--- src/rtl/cpu_bus_pkg.sv ---
// Shared types for the pipeline-to-bridge sram-like bus arbiter.
package cpu_bus_pkg;

  typedef enum logic [1:0] {
    ARB_IDLE = 2'd0,
    ARB_INST = 2'd1,
    ARB_DATA = 2'd2
  } arb_state_t;

  localparam logic SRC_INST = 1'b0;
  localparam logic SRC_DATA = 1'b1;

  localparam logic [1:0] SIZE_B = 2'd0;
  localparam logic [1:0] SIZE_H = 2'd1;
  localparam logic [1:0] SIZE_W = 2'd2;

  // Issuer of an accepted transaction, and whether its response is swallowed.
  typedef struct packed {
    logic src;
    logic drop;
  } tag_t;

endpackage

--- src/rtl/req_tag_fifo.sv ---
// In-order tag queue for accepted bus transactions; a zero-latency head feeds the response demux.
// Pushes while full and pops while empty are ignored; drop_inst marks every queued fetch tag.
module req_tag_fifo
  import cpu_bus_pkg::*;
#(
  parameter int DEPTH = 2
) (
  input  logic clk,
  input  logic resetn,
  input  logic push,
  input  tag_t push_tag,
  input  logic pop,
  input  logic drop_inst,
  output logic full,
  output logic empty,
  output tag_t head
);

  localparam int PW = (DEPTH > 1) ? $clog2(DEPTH) : 1;
  localparam int CW = $clog2(DEPTH + 1);

  tag_t          r_mem [DEPTH];
  logic [PW-1:0] r_wr;
  logic [PW-1:0] r_rd;
  logic [CW-1:0] r_cnt;
  logic          w_push;
  logic          w_pop;

  function automatic logic [PW-1:0] ptr_next(input logic [PW-1:0] p);
    return (p == PW'(DEPTH - 1)) ? '0 : p + PW'(1);
  endfunction

  assign full   = (r_cnt == CW'(DEPTH));
  assign empty  = (r_cnt == '0);
  assign head   = r_mem[r_rd];
  assign w_push = push & ~full;
  assign w_pop  = pop & ~empty;

  always_ff @(posedge clk or negedge resetn) begin
    if (!resetn) begin
      r_wr  <= '0;
      r_rd  <= '0;
      r_cnt <= '0;
      for (int i = 0; i < DEPTH; i++) r_mem[i] <= '0;
    end else begin
      // Broadcast first; a same-cycle push carries its own drop bit and overrides.
      if (drop_inst) begin
        for (int i = 0; i < DEPTH; i++)
          if (r_mem[i].src == SRC_INST) r_mem[i].drop <= 1'b1;
      end
      if (w_push) begin
        r_mem[r_wr] <= push_tag;
        r_wr        <= ptr_next(r_wr);
      end
      if (w_pop) r_rd <= ptr_next(r_rd);
      if (w_push && !w_pop)      r_cnt <= r_cnt + CW'(1);
      else if (!w_push && w_pop) r_cnt <= r_cnt - CW'(1);
    end
  end

endmodule

--- src/rtl/sram_bus_arbiter.sv ---
// Shares one sram-like port between fetch and data with data priority and no preemption.
// Zero-cycle request and response paths; responses are routed in order via the tag queue.
module sram_bus_arbiter
  import cpu_bus_pkg::*;
#(
  parameter int OUTSTANDING = 2
) (
  input  logic        clk,
  input  logic        resetn,
  input  logic        inst_req,
  input  logic        inst_wr,
  input  logic [1:0]  inst_size,
  input  logic [3:0]  inst_wstrb,
  input  logic [31:0] inst_addr,
  input  logic [31:0] inst_wdata,
  output logic        inst_addr_ok,
  output logic        inst_data_ok,
  output logic [31:0] inst_rdata,
  input  logic        data_req,
  input  logic        data_wr,
  input  logic [1:0]  data_size,
  input  logic [3:0]  data_wstrb,
  input  logic [31:0] data_addr,
  input  logic [31:0] data_wdata,
  output logic        data_addr_ok,
  output logic        data_data_ok,
  output logic [31:0] data_rdata,
  output logic        bus_req,
  output logic        bus_wr,
  output logic [1:0]  bus_size,
  output logic [3:0]  bus_wstrb,
  output logic [31:0] bus_addr,
  output logic [31:0] bus_wdata,
  input  logic        bus_addr_ok,
  input  logic        bus_data_ok,
  input  logic [31:0] bus_rdata,
  input  logic        flush
);

  arb_state_t r_state;
  logic       r_flush_pending;
  logic       w_gsrc;
  logic       w_bus_req;
  logic       w_accept;
  logic       w_full;
  logic       w_empty;
  logic       w_pop;
  tag_t       w_head;
  tag_t       w_push_tag;

  // Request gated by resetn so every output is quiet while reset is held.
  always_comb begin
    w_gsrc    = SRC_INST;
    w_bus_req = 1'b0;
    unique case (r_state)
      ARB_IDLE: begin
        if (!w_full) begin
          if (data_req) begin
            w_gsrc    = SRC_DATA;
            w_bus_req = 1'b1;
          end else if (inst_req) begin
            w_bus_req = 1'b1;
          end
        end
      end
      ARB_INST: w_bus_req = inst_req;
      ARB_DATA: begin
        w_gsrc    = SRC_DATA;
        w_bus_req = data_req;
      end
      default: ;
    endcase
    w_bus_req = w_bus_req & resetn;
  end

  always_comb begin
    bus_wr    = 1'b0;
    bus_size  = '0;
    bus_wstrb = '0;
    bus_addr  = '0;
    bus_wdata = '0;
    if (w_bus_req) begin
      if (w_gsrc == SRC_DATA) begin
        bus_wr    = data_wr;
        bus_size  = data_size;
        bus_wstrb = data_wstrb;
        bus_addr  = data_addr;
        bus_wdata = data_wdata;
      end else begin
        bus_wr    = inst_wr;
        bus_size  = inst_size;
        bus_wstrb = inst_wstrb;
        bus_addr  = inst_addr;
        bus_wdata = inst_wdata;
      end
    end
  end

  assign bus_req      = w_bus_req;
  assign w_accept     = w_bus_req & bus_addr_ok;
  assign inst_addr_ok = w_accept & (w_gsrc == SRC_INST);
  assign data_addr_ok = w_accept & (w_gsrc == SRC_DATA);

  assign w_push_tag.src  = w_gsrc;
  assign w_push_tag.drop = (w_gsrc == SRC_INST) & (flush | r_flush_pending);

  assign w_pop        = bus_data_ok & ~w_empty;
  assign inst_data_ok = w_pop & (w_head.src == SRC_INST) & ~w_head.drop;
  assign data_data_ok = w_pop & (w_head.src == SRC_DATA) & ~w_head.drop;
  assign inst_rdata   = inst_data_ok ? bus_rdata : '0;
  assign data_rdata   = data_data_ok ? bus_rdata : '0;

  // A flushed fetch still stays on the bus until accepted; only its response is dropped.
  always_ff @(posedge clk or negedge resetn) begin
    if (!resetn) begin
      r_state         <= ARB_IDLE;
      r_flush_pending <= 1'b0;
    end else begin
      if (w_accept)
        r_flush_pending <= 1'b0;
      else if (flush && w_bus_req && (w_gsrc == SRC_INST))
        r_flush_pending <= 1'b1;
      unique case (r_state)
        ARB_IDLE: if (w_bus_req && !bus_addr_ok)
                    r_state <= (w_gsrc == SRC_DATA) ? ARB_DATA : ARB_INST;
        ARB_INST, ARB_DATA: if (w_accept) r_state <= ARB_IDLE;
        default: r_state <= ARB_IDLE;
      endcase
    end
  end

  req_tag_fifo #(.DEPTH(OUTSTANDING)) u_tag_fifo (
    .clk       (clk),
    .resetn    (resetn),
    .push      (w_accept),
    .push_tag  (w_push_tag),
    .pop       (w_pop),
    .drop_inst (flush),
    .full      (w_full),
    .empty     (w_empty),
    .head      (w_head)
  );

endmodule

--- config.mk ---
export PLATFORM = sky130hd
export DESIGN_NAME = sram_bus_arbiter
export DESIGN_NICKNAME = d
export VERILOG_FILES = /design/src/rtl/cpu_bus_pkg.sv /design/src/rtl/req_tag_fifo.sv /design/src/rtl/sram_bus_arbiter.sv
export SDC_FILE = /design/constraint.sdc
export NUM_CORES = 1
export LEC_CHECK = 0
export BUFFER_PORTS_ARGS = -buffer_cell sky130_fd_sc_hd__buf_2
export CORE_AREA = 4 4 121 123
export DETAILED_ROUTE_END_ITERATION = 12
export DIE_AREA = 0 0 125 127
export MAX_ROUTING_LAYER = met4
export SETUP_SLACK_MARGIN = 0.5
export SLEW_MARGIN = 20
export SYNTH_ARGS = -nofsm -noshare
export SYNTH_HDL_FRONTEND = slang
export SYNTH_SLANG_ARGS = --single-unit
--- constraint.sdc ---
create_clock -name clk -period 2.55 [get_ports clk]
set_input_delay 0.1275 -clock clk [delete_from_list [all_inputs] [get_ports clk]]
set_output_delay 0.1275 -clock clk [all_outputs]
set_load 0.05 [all_outputs]
# == Word level (Yosys, flattened, before mapping) ==
# Cells that the tools add are included.
# op_classes
reduce_logical,15
bitwise,20
n_mux,40
add_sub_neg,4
eq_ne,5
order_cmp,3
# ops
cell,count
two-way mux 32 bit,6
two-way mux 2 bit,11
two-way mux 1 bit,15
AND 1 bit,12
two-way mux 4 bit,2
logical AND 1 bit,6
inverter 1 bit,5
bitwise mux 4 bit,1
"== test 2 bit, second input constant",2
"greater-or-equal comparator 2 bit, second input constant",2
logical NOT 2 bit,2
inverter 1 -> 2 bit,2
case mux 2 bit (2 select lines),1
nonzero test 2 bit,2
logical NOT 1 bit,3
two-way mux 3 bit,1
case mux 1 bit (3 select lines),1
"adder 1 bit, second input constant",2
"adder 2 x 1 -> 2 bit, second input constant",1
demux 2 bit (select 1 bit),1
"== test 2 x 1 -> 1 bit, second input constant",1
"< comparator 2 x 1 -> 1 bit, second input constant",1
"inequality test 2 x 1 -> 1 bit, second input constant",1
"inequality test 2 bit, second input constant",1
other kinds (5),5
# totals
out_inout_bits,140
regBits,11
wordCells,96
input_bits,181

# == Logic depth before layout (Yosys ltp) ==
# logic_depth
word_depth,11
mapped_depth,11
mapped_depth_nobuf,9

# == Modules after synthesis ==
# A second synthesis with hierarchy kept.
# hier_totals
hier_cells,379
hier_area_um2,2522.4
# modules_own_cells
mod,seq_area_each_um2,cells_per_inst,area_each_um2,instances
sram_bus_arbiter,75.1,345,2105.8,1
req_tag_fifo,200.2,34,416.6,1

# == Worst setup path after synthesis ==
# OpenSTA, ideal clock, no wires.
# synth_path
kind,flip-flop to output port
start,register r_state[0]
end,output port data_addr_ok
stages_incl_launch_ff,9
arrival_time_ns,2.306
required_time_ns,2.423
path_buffers,1
slack_ns,0.116
cell_sequence,dfrtp_1 > inv_1 > ha_1 > o211ai_1 > a21o_1 > buf_6 > inv_1 > nand2_1 > nor2_1
# synth_via
elab_chain_len,5
word_cells_on_any_way,8
classes_between,2 x eq/ne; 2 x mux; 3 x bitwise; 1 x reduce/logical
# synth_rtl
element,line_no,rtl
start: declaration,sram_bus_arbiter.sv:40,arb_state_t r_state;
start signal: assignment,sram_bus_arbiter.sv:125,r_state <= (w_gsrc == SRC_DATA) ? ARB_DATA : ARB_INST;
"== test 2 bit, or another cell as far along",sram_bus_arbiter.sv:55,unique case (r_state)
case mux 1 bit (3 select lines) *,sram_bus_arbiter.sv:55,
AND 1 bit *,sram_bus_arbiter.sv:73,w_bus_req = w_bus_req & resetn;
named net bus_req,sram_bus_arbiter.sv:28,"output logic bus_req,"
AND 1 bit *,sram_bus_arbiter.sv:100,assign w_accept = w_bus_req & bus_addr_ok;
AND 1 bit *,sram_bus_arbiter.sv:102,assign data_addr_ok = w_accept & (w_gsrc == SRC_DATA);
end: declaration,sram_bus_arbiter.sv:25,"output logic data_addr_ok,"
# Mark *: on every way through the listed nets, which the timed path passes. The rest lies on a longest branch.

# == Final worst setup path ==
# layout_path
start,register r_state[1]
end,output port bus_addr[21]
# layout_via
elab_chain_len,4
word_cells_on_any_way,8
classes_between,2 x eq/ne; 4 x mux; 1 x bitwise; 1 x reduce/logical
# layout_rtl
element,line_no,rtl
"== test 2 bit, or another cell as far along",sram_bus_arbiter.sv:55,
case mux 1 bit (3 select lines) or case mux 1 bit (2 select lines) (tied branches),sram_bus_arbiter.sv:55,
AND 1 bit or two-way mux 32 bit (tied branches),"sram_bus_arbiter.sv:73, sram_bus_arbiter.sv:83",
two-way mux 32 bit *,sram_bus_arbiter.sv:82,if (w_bus_req) begin
end: declaration,sram_bus_arbiter.sv:32,"output logic [31:0] bus_addr,"
# Mark *: on every way between the ends. The rest lies on a longest branch, timed or not.

==> flow_summary.toml <==
[sta]
layout_min_cycle_time_ns = 2.048
worst_pin_slew_ns = 0.5097
slew_headroom_pct = 65.91
fmax_mhz = 488.3
setup_ws_ns = 0.5019
report.final.slew_viol_count = 0
finalHoldViolations = 0
setup_violations = 0
finalCritPeriodShare_pct = 80.32
rsz0062_at_grt = "yes"
tns_ns = 0
skew_ns = 0.001003

[synth]
syn_avg_cell_area_um2 = 5.526
syn_area_um2 = 2095
synth_cell_types = 30
yosysWarnings = 0
synth_fp_nets = 565
ys_ff_latch = 11
syn_inst = 379
yosysSeqAreaShare_pct = 13.14

[floorplan]
die_w_um = 125
die_area_um2 = 15880
io_pins = 321
fp.dieH_um = 127
num_rows = 43
core_area_um2 = 13670
initial_core_util_pct = 15.33

[clocking]
numCtsBuffers = 3
cts_buffer_depth = 2
root_buffer = "clkbuf_16"
clk_pin_slew_ns = 0.04
cts_htree_levels = 1
clock_latency_ns = 0.24
clock-sinks = 11
tritoncts = "built"

[critical_path]
rr_worst_depth = 8
endpoint_kind = "output port"
critPathRequiredTime_ns = 2.42
timing.rr.start = "r_state[1]$_DFFE_PN0P_"
crit_type = "reg2out"
reg2reg_to = "u_tag_fifo.r_mem[2]$_DFF_PN0_"
cp.arrival_ns = 1.92
start_kind = "flip-flop"
critical_path.max_fanout = 14
ff2ff_setup_slack_ns = 0.51

[place]
dpl.hpwl_um = 9242
port_buffers = 320
gp_congestion = 0.8805
dp_slack_ns = 0.4117

[routing]
drc = 0
vias = 3703
vias_per_cell = 4.232
wl_per_cell_um = 14.34
drt-total-wl_um = 12550
drt_iter0_markers = 113
firstDrtPassIters = 4
drtAntennaViolNets = 0

[hold_path]
holdCritPathClass = "in2reg"
whs_path_depth = 2
min_from = "bus_addr_ok"
holdPathEnd = "r_flush_pending$_DFFE_PN0P_"

[power]
vdd.ir_drop.worst_v = 0.0003502
p_leak_nw = 2.690
p_per_area_nw_per_um2 = 1095

[outcome]
status = "finished, final reports clean"

[global_routing]
antenna_found_initial = 2
grt_use_total_pct = 14.07
grt-ovfl-total = 0
grt_pass1_wl_um = 18170
grt_max_degree = 34
grt_pass1_vias = 3462

[job]
cap_violations = 0

[cells_and_area]
area_growth_pct = 145.4
drive_gt1_share_pct = 61.04
fin_nets = 880
timing repair:
item / CTS / global route
setup endpoints to repair: 78 / 141
pin swaps: 2 / 4
gates cloned: 4 / 1
hold buffers: 1 / 0
gates resized for setup: 102 / 67
hold endpoints to repair: 11 / 0
buffers inserted: 6 / 1
cells by family (layout without fill, tap and decap cells):
logic type | after synthesis | in the layout | synth area share, %
and+or+nand+nor | 227 | 227 | 49.64
AOI/OAI and AO/OA | 90 | 90 | 23.12
buffers and inverters | 38 | 352 | 7.527
DFF | 11 | 11 | 13.14
adders and majority gates | 5 | 5 | 2.987
xor gates and xnor gates | 4 | 4 | 1.673
muxes | 4 | 4 | 1.912
other | 0 | 2 | 0
final cells by class:
cell class / count / area, µm²
timing repair buffer: 342 / 2385
inverter: 6 / 25.02
multi-input combinational: 330 / 2143
clock buffer: 4 / 78.83
sequential: 11 / 277.8
antenna: 2 / 5.005
tap: 180 / 225.2
fill: 1435 / 8526
metrics by stage:
stage	std cells	total power, mW	cell area (µm²)	hold WS (ns)	utilization, %
CTS	871	5.376	4855	0.2117	35.52
global route	875	5.949	5140	0.2418	37.61
finish	875	5.629	5140	0.2247	37.61
floorplan	379	3.417	2492	-0.1681	-
global placement	856	4.378	4315	0.02198	31.58
detailed placement	856	4.388	4315	0.02256	31.58
routing by layer:
metal	wire, µm	up-vias	track usage (%)
met5	0	-	-
met2	6488	174	24.14
met3	966	8	3.010
li1	-	1863	-
met4	109	0	2.168
met1	4980	1658	17.44
how the worst max path moves through the flow:
stage	slack, ns	end	cells past startpoint	start
2_1_floorplan	0.20	bus_wdata[10]	8	r_state[0]$_DFFE_PN0P_
3_3_place_gp	0.41	u_tag_fifo.r_cnt[1]$_DFFE_PN0P_	9	r_state[0]$_DFFE_PN0P_
3_5_place_dp	0.41	u_tag_fifo.r_cnt[1]$_DFFE_PN0P_	9	r_state[0]$_DFFE_PN0P_
4_1_cts	0.46	bus_wdata[8]	7	r_state[1]$_DFFE_PN0P_
5_1_grt	0.42	bus_wr	7	r_state[1]$_DFFE_PN0P_
6_report	0.50	bus_addr[21]	7	r_state[1]$_DFFE_PN0P_
where the power goes:
group	internal, mW	total (mW)	switching, mW
clock	0.210	0.285	0.0751
combinational	1.78	4.99	3.22
sequential	0.263	0.351	0.0881
total	2.25	5.63	3.38
flip-flops by register name (all words and copies together) (netlist names):
name and count:
u_tag_fifo.r_rd 1, r_flush_pending 1, r_state 2, u_tag_fifo.r_cnt 2
u_tag_fifo.r_mem 4, u_tag_fifo.r_wr 1
worst max-delay path: stages (launching register included):
cell and delay, ns:
dfrtp_2 0.44, inv_2 0.10, ha_4 0.18, o211ai_1 0.11, a21o_4 0.30, clkbuf_16 0.23
a21oi_2 0.14, buf_6 0.17
Yosys cell counts:
library cell / instances / area, µm²
a21o_1: 1 / 7.510
a21oi_1: 75 / 375.4
a22oi_1: 1 / 7.510
a31o_2: 1 / 8.760
a31oi_1: 2 / 12.51
a32oi_1: 2 / 17.52
and2_1: 64 / 400.4
and3_1: 1 / 6.260
buf_1: 3 / 11.26
buf_2: 6 / 30.03
buf_6: 1 / 11.26
clkbuf_1: 22 / 82.58
dfrtp_1: 11 / 275.3
ha_1: 5 / 62.56
inv_1: 6 / 22.52
mux2i_1: 4 / 40.04
nand2_1: 146 / 548.0
nand2b_1: 1 / 6.260
nand2b_2: 1 / 8.760
nand3_1: 3 / 15.01
nand4_1: 1 / 6.260
nor2_1: 7 / 26.28
nor2b_1: 1 / 6.260
nor3_1: 1 / 5.000
o211ai_1: 4 / 30.03
o21ai_0: 3 / 15.01
o32a_1: 1 / 10.01
or3_4: 1 / 11.26
xnor2_1: 2 / 17.52
xor2_1: 2 / 17.52
placed cells by master (no fill, tap or decap), types with 2 or more instances in the layout:
| master | netlist | layout |
|---|---|---|
| buf_2 | 6 | 246 |
| nand2_1 | 146 | 145 |
| and2_1 | 64 | 64 |
| buf_6 | 1 | 64 |
| a21oi_2 | 0 | 40 |
| a21oi_4 | 0 | 22 |
| buf_4 | 0 | 19 |
| a21oi_1 | 75 | 13 |
| dfrtp_1 | 11 | 9 |
| buf_16 | 0 | 6 |
| o211ai_1 | 4 | 4 |
| inv_1 | 6 | 4 |
| nor2_1 | 7 | 4 |
| mux2i_1 | 4 | 4 |
| clkbuf_16 | 0 | 4 |
| nand3_1 | 3 | 3 |
| buf_12 | 0 | 3 |
| diode_2 | 0 | 2 |
| nor2_2 | 0 | 2 |
| o21ai_0 | 3 | 2 |
| xnor2_1 | 2 | 2 |
| a32oi_1 | 2 | 2 |
| xor2_1 | 2 | 2 |
| ha_4 | 0 | 2 |
| ha_1 | 5 | 2 |
| buf_8 | 0 | 2 |
| dfrtp_2 | 0 | 2 |
No activity file was read; power rests on OpenSTA's default activity.
